**src/rtl/tdes_pkg.sv**
```systemverilog
// Shared types and per-pass schedule constants for the Triple DES pass sequencer.
package tdes_pkg;

  localparam int TDES_BLOCK_W = 64;

  typedef enum logic [2:0] {
    IDLE  = 3'd0,
    PASS1 = 3'd1,
    PASS2 = 3'd2,
    PASS3 = 3'd3,
    DONE  = 3'd4
  } tdes_seq_state_t;

  // Entry [p] is pass p+1: key index (1..3) and direction (1 = DES decrypt).
  localparam logic [2:0][1:0] ENC_KEY_IDX = {2'd3, 2'd2, 2'd1};
  localparam logic [2:0][1:0] DEC_KEY_IDX = {2'd1, 2'd2, 2'd3};
  localparam logic [2:0]      ENC_DIR     = 3'b010;
  localparam logic [2:0]      DEC_DIR     = 3'b101;

  function automatic logic [1:0] pass_idx(tdes_seq_state_t s);
    case (s)
      PASS2:   return 2'd1;
      PASS3:   return 2'd2;
      default: return 2'd0;
    endcase
  endfunction

endpackage

```
**src/rtl/tdes_key_parity_check.sv**
```systemverilog
// Combinational odd-parity check over every byte of the three DES keys.
module tdes_key_parity_check
  import tdes_pkg::*;
(
  input  logic [TDES_BLOCK_W-1:0] key1,
  input  logic [TDES_BLOCK_W-1:0] key2,
  input  logic [TDES_BLOCK_W-1:0] key3,
  output logic                    fail
);

  logic [2:0][TDES_BLOCK_W-1:0] keys;
  assign keys = {key3, key2, key1};

  always_comb begin
    fail = 1'b0;
    for (int k = 0; k < 3; k++)
      for (int b = 0; b < TDES_BLOCK_W/8; b++)
        fail = fail | ~(^keys[k][8*b +: 8]);
  end

endmodule

```
**src/rtl/tdes_pass_sequencer.sv**
```systemverilog
// Runs one shared DES core through the three EDE/DED passes of Triple DES.
// Optional key parity check enabled by defining TDES_KEY_PARITY_CHECK_EN.
module tdes_pass_sequencer
  import tdes_pkg::*;
(
  input  logic                    HCLK,
  input  logic                    HRESET,
  input  logic                    enable,
  input  logic                    encryptionType,
  input  logic [TDES_BLOCK_W-1:0] data,
  input  logic [TDES_BLOCK_W-1:0] key1,
  input  logic [TDES_BLOCK_W-1:0] key2,
  input  logic [TDES_BLOCK_W-1:0] key3,
  output logic                    des_start,
  output logic                    des_decrypt,
  output logic [TDES_BLOCK_W-1:0] des_key,
  output logic [TDES_BLOCK_W-1:0] des_data_in,
  input  logic                    des_done,
  input  logic [TDES_BLOCK_W-1:0] des_data_out,
  output logic                    busy,
  output logic                    outputEnable,
  output logic [TDES_BLOCK_W-1:0] outputData
`ifdef TDES_KEY_PARITY_CHECK_EN
  ,
  output logic                    key_error
`endif
);

  tdes_seq_state_t state_q, state_d;
  logic                    start_q, start_d;
  logic                    type_q, type_d;
  logic                    oe_q, oe_d;
  logic [TDES_BLOCK_W-1:0] data_q, data_d;
  logic [TDES_BLOCK_W-1:0] key1_q, key1_d, key2_q, key2_d, key3_q, key3_d;
  logic [TDES_BLOCK_W-1:0] mid_q, mid_d;
  logic [TDES_BLOCK_W-1:0] out_q, out_d;
  logic                    done_acc, in_pass;
  logic [1:0]              pidx, kidx;

`ifdef TDES_KEY_PARITY_CHECK_EN
  logic kerr_q, kerr_d, parity_fail;

  tdes_key_parity_check u_parity (
    .key1 (key1),
    .key2 (key2),
    .key3 (key3),
    .fail (parity_fail)
  );
`endif

  // The core may still show a stale done in the launch cycle; only later strobes count.
  assign done_acc = des_done & ~start_q;

  always_comb begin
    state_d = state_q;
    start_d = 1'b0;
    type_d  = type_q;
    data_d  = data_q;
    key1_d  = key1_q;
    key2_d  = key2_q;
    key3_d  = key3_q;
    mid_d   = mid_q;
    out_d   = out_q;
    oe_d    = oe_q;
`ifdef TDES_KEY_PARITY_CHECK_EN
    kerr_d  = kerr_q;
`endif
    case (state_q)
      IDLE, DONE: begin
        if (enable) begin
          type_d = encryptionType;
          data_d = data;
          key1_d = key1;
          key2_d = key2;
          key3_d = key3;
          oe_d   = 1'b0;
`ifdef TDES_KEY_PARITY_CHECK_EN
          kerr_d = 1'b0;
          if (parity_fail) begin
            state_d = DONE;
            oe_d    = 1'b1;
            out_d   = '0;
            kerr_d  = 1'b1;
          end else begin
            state_d = PASS1;
            start_d = 1'b1;
          end
`else
          state_d = PASS1;
          start_d = 1'b1;
`endif
        end
      end
      PASS1, PASS2: begin
        if (done_acc) begin
          mid_d   = des_data_out;
          state_d = (state_q == PASS1) ? PASS2 : PASS3;
          start_d = 1'b1;
        end
      end
      PASS3: begin
        if (done_acc) begin
          out_d   = des_data_out;
          oe_d    = 1'b1;
          state_d = DONE;
        end
      end
      default: state_d = IDLE;
    endcase
  end

  always_ff @(posedge HCLK or negedge HRESET) begin
    if (!HRESET) begin
      state_q <= IDLE;
      start_q <= 1'b0;
      type_q  <= 1'b0;
      oe_q    <= 1'b0;
      data_q  <= '0;
      key1_q  <= '0;
      key2_q  <= '0;
      key3_q  <= '0;
      mid_q   <= '0;
      out_q   <= '0;
`ifdef TDES_KEY_PARITY_CHECK_EN
      kerr_q  <= 1'b0;
`endif
    end else begin
      state_q <= state_d;
      start_q <= start_d;
      type_q  <= type_d;
      oe_q    <= oe_d;
      data_q  <= data_d;
      key1_q  <= key1_d;
      key2_q  <= key2_d;
      key3_q  <= key3_d;
      mid_q   <= mid_d;
      out_q   <= out_d;
`ifdef TDES_KEY_PARITY_CHECK_EN
      kerr_q  <= kerr_d;
`endif
    end
  end

  // Core-facing controls decode from registered state and latched inputs only.
  assign in_pass = (state_q == PASS1) | (state_q == PASS2) | (state_q == PASS3);
  assign pidx    = pass_idx(state_q);
  assign kidx    = type_q ? ENC_KEY_IDX[pidx] : DEC_KEY_IDX[pidx];

  always_comb begin
    des_key = '0;
    if (in_pass) begin
      case (kidx)
        2'd1:    des_key = key1_q;
        2'd2:    des_key = key2_q;
        default: des_key = key3_q;
      endcase
    end
  end

  assign des_decrypt  = in_pass & (type_q ? ENC_DIR[pidx] : DEC_DIR[pidx]);
  assign des_data_in  = !in_pass ? '0 : (state_q == PASS1) ? data_q : mid_q;
  assign des_start    = start_q;
  assign busy         = in_pass;
  assign outputEnable = oe_q;
  assign outputData   = out_q;
`ifdef TDES_KEY_PARITY_CHECK_EN
  assign key_error    = kerr_q;
`endif

endmodule

```
**config.mk**
```make
export PLATFORM = sky130hd
export DESIGN_NAME = tdes_pass_sequencer
export DESIGN_NICKNAME = d
export VERILOG_FILES = /design/src/rtl/tdes_pkg.sv /design/src/rtl/tdes_key_parity_check.sv /design/src/rtl/tdes_pass_sequencer.sv
export SDC_FILE = /design/constraint.sdc
export NUM_CORES = 1
export LEC_CHECK = 0
export ABC_AREA = 1
export ABC_CLOCK_PERIOD_IN_PS = 5100
export BUFFER_PORTS_ARGS = -buffer_cell sky130_fd_sc_hd__buf_2
export CAP_MARGIN = 20
export CELL_PAD_IN_SITES_DETAIL_PLACEMENT = 1
export CELL_PAD_IN_SITES_GLOBAL_PLACEMENT = 2
export CORE_MARGIN = 4
export CORE_UTILIZATION = 29
export CTS_CLUSTER_SIZE = 40
export DETAILED_ROUTE_END_ITERATION = 12
export PLACE_DENSITY = 0.84
export SYNTH_ARGS = -nofsm -noshare
export SYNTH_HDL_FRONTEND = slang
export SYNTH_SLANG_ARGS = --single-unit
```
**constraint.sdc**
```tcl
create_clock -name HCLK -period 5.1 [get_ports HCLK]
set_input_delay 1.53 -clock HCLK [delete_from_list [all_inputs] [get_ports HCLK]]
set_output_delay 1.53 -clock HCLK [all_outputs]
set_load 0.01 [all_outputs]
```
==> impl_metrics.py <==
metrics = {
    "status": {
        "status": "finished, final reports clean",
    },
    "sta": {
        "final.period_utilization": 0.948,
        "finalSetupTns_ns": 0,
        "slew_violations": 0,
        "finalCriticalPeriod_ns": 4.83,
        "hold_viol": 0,
        "clock_skew_ns": 0.0140,
        "relSlewSlack": 0.263,
        "setup_viol": 0,
        "tightest_slew_ns": 1.10,
        "rsz0062_at_grt": "false",
        "max_freq_mhz": 207,
    },
    "yosys": {
        "synthAdderAreaFrac": 0.00290,
        "ys_dominant_reg_cell": "dfrtp_1",
        "avgSynthCellArea_um2": 7.86,
        "yosysWarnings": 0,
        "syn_area_um2": 17200,
        "yosys.area_share.simple": 0.308,
        "synthMuxAreaShare": 0,
        "synth_top_family_by_area": "simple AND/OR/NAND/NOR gates",
        "ys_types": 16,
        "synthArstFlopShare": 1.00,
        "yosys.cell_count.top_type": "nand2_1",
        "yosys_register_bits": 390,
        "synth-seq-area-share": 0.566,
        "synth_xor_area_frac": 0,
        "yosys.area.top_type": "dfrtp_1",
        "synthesis.nets": 2522,
        "synthDominantCellAreaShare": 0.566,
        "syn_inst": 2193,
        "synth_area_leaders": "dfrtp_1 (57%), nand2_1 (24%), nand3_1 (3.9%)",
        "synthTopCellsByCount": "nand2_1 (1104), dfrtp_1 (390), nand3_1 (133), nor2_1 (132), o21ai_0 (132)",
        "synth_compound_area_frac": 0.0761,
        "synth-edff-count": 0,
    },
    "routing": {
        "drc": 0,
        "ant_nets": 0,
        "wl_per_cell_um": 19.7,
        "firstDrtPassIters": 5,
        "routed_via_density": 4.80,
        "drt-total-wl_mm": 68.3,
        "vias": 16600,
        "drtIter0Drc": 897,
    },
    "finish": {
        "fillers": 7305,
        "post-route-util": 0.375,
        "syn2layout_area_growth_pct": 28.0,
        "layout.nets": 2971,
        "layout-drive-gt1-share": 0.240,
    },
    "setup_path": {
        "reg2reg_slack_ns": 1.20,
        "crit_type": "flop to output pin",
        "worstPathMaxFanout": 21,
        "worst-endpoint-arrival_ns": 3.30,
        "reg2regPathDepth": 8,
        "worst_setup_path_start_kind": "flop",
        "reg2reg_from": "state_q[1]",
        "worst_ep_required_time_ns": 3.57,
        "cp-end-kind": "output pin",
        "r2r_end": "mid_q[52]",
    },
    "clocking": {
        "cts-htree-levels": 2,
        "clock_latency_ns": 0.56,
        "clk_pin_slew_ns": 0.06,
        "cts_root_buf": "clkbuf_16",
        "cts_tree": "yes",
        "clock_path_buffers": 3,
        "clock_sinks": 390,
        "holdBufCountCts": 0,
        "cts_setup_buffers": 0,
        "cts_buffers": 48,
    },
    "place": {
        "io_buffers": 520,
        "gp_congestion": 0.899,
        "dp_hpwl_mm": 47.1,
    },
    "hold_path": {
        "whs_path_depth": 2,
        "hp-class": "flop to flop",
        "hold_start": "mid_q[12]",
        "min_to": "mid_q[12]",
    },
    "floorplanning": {
        "die-area_um2": 63400,
        "ioPinCount": 521,
        "die_h_um": 252,
        "rows": 89,
        "die_w_um": 252,
        "core_um2": 58900,
        "start_util": 0.293,
    },
    "run": {
        "cap_violations": 0,
    },
    "pwr": {
        "p_clk_frac": 0.209,
        "combPwrFrac": 0.454,
        "p_int_w": 0.00904,
        "power.density_nw_per_um2": 734,
        "seq_power_share": 0.337,
        "power_switching_w": 0.00717,
        "p_leak_nw": 12.2,
        "max-vdd-ir-drop_uv": 564,
        "p_sw_frac": 0.442,
    },
    "global_routing": {
        "grt_pass1_wl_mm": 105,
        "grt-ovfl-total": 0,
        "antenna_found_initial": 18,
        "grt_pass1_vias": 17800,
        "grt_usage": 0.208,
        "grt_max_degree": 206,
    },
}
## sequential cells by signal (all words and copies together), names as in the netlist
name / cells
key3_q: 64
data_q: 64
des_start: 1
key1_q: 64
key2_q: 64
outputData: 64
type_q: 1
outputEnable: 1
state_q: 3
mid_q: 64
## routing by layer
metal,GRT usage,wire length [um]
met5,0,128
met4,0.0501,1280
met3,0.0530,5050
met2,0.345,32300
met1,0.276,29600
## power by group through the flow
| stage | clock network (W) | logic [W] | registers, W |
|---|---|---|---|
| 6_report | 0.00338 | 0.00736 | 0.00547 |
| 5_1_grt | 0.00361 | 0.00829 | 0.00563 |
| 4_1_cts | 0.00348 | 0.00752 | 0.00547 |
| 3_5_place_dp | 0 | 0.00748 | 0.00549 |
| 3_3_place_gp | 0 | 0.00730 | 0.00543 |
| 2_1_floorplan | 0 | 0.00434 | 0.00532 |
## through the flow
| step | power [W] | hold slack [ns] | setup slack, ns | cells | cell area, um^2 |
|---|---|---|---|---|---|
| 6_report | 0.0162 | 0.466 | 0.268 | 3463 | 22100 |
| 4_1_cts | 0.0165 | 0.469 | 0.0829 | 3449 | 22000 |
| 2_1_floorplan | 0.00966 | 0.437 | 0.877 | 2193 | 17200 |
| 3_5_place_dp | 0.0130 | 0.453 | 0.553 | 3365 | 20500 |
| 5_1_grt | 0.0175 | 0.484 | 0.0369 | 3452 | 22000 |
| 3_3_place_gp | 0.0127 | 0.448 | 0.548 | 3365 | 20500 |
## placed cells by master, fill, tap and decap left out, types with 2 or more instances in the layout
cell	netlist	routed
nor2_4	1	3
nor2_1	132	130
clkbuf_16	0	49
bufinv_16	0	2
dfrtp_1	390	390
inv_1	9	8
nand2_1	1104	1101
ha_2	0	2
buf_12	0	9
diode_2	0	14
o21ai_0	132	132
clkbuf_8	0	12
buf_2	81	519
nand3_1	133	131
buf_8	0	2
a21oi_1	130	130
clkinv_2	0	10
ha_1	4	2
clkbuf_1	52	9
nand2_2	0	3
buf_4	12	21
inv_2	4	4
## logic make-up (layout without fill, tap and decap cells)
group           Yosys count  count (layout)
fa+ha+maj                 4               4
compound gates          262             262
simple gates           1370            1370
other cells               0              14
flops                   390             390
buf+inv                 167             650
## worst max path at each step
stage                        to  cells past startpoint       start  slack (ns)
detailed placement  des_key[37]                     12  state_q[0]        0.55
finish              des_key[31]                     12  state_q[0]        0.27
global route        des_key[52]                     12  state_q[1]        0.04
CTS                 des_key[37]                     12  state_q[0]        0.08
floorplan           des_key[10]                     12  state_q[1]        0.88
global placement    des_key[37]                     12  state_q[0]        0.55
## worst max-delay path, stage by stage, from the launching register on
cell     delay [ns]
dfrtp_1        0.48
nand2_1        0.14
nor2_4         0.12
inv_1          0.07
ha_1           0.29
o21ai_0        0.26
inv_1          0.09
ha_2           0.32
inv_2          0.12
buf_4          0.27
o21ai_0        0.14
a21oi_1        0.26
buf_2          0.18
## timing repair
item | CTS | global route
gates cloned | 0 | 0
gates resized for setup | 1 | 4
endpoints found under the setup margin | 10 | 10
## area by class of cell
cell class	instances	area, um^2	share of cell area
antenna	14	35.0	0.00159
tap	773	967	0.0438
timing repair buffer	552	2980	0.135
clock inverter	14	126	0.00572
sequential	390	9760	0.442
multi-input combinational	1636	6720	0.305
clock buffer	70	1430	0.0646
inverter	14	62.6	0.00283
No activity file was read; power rests on OpenSTA's default activity.
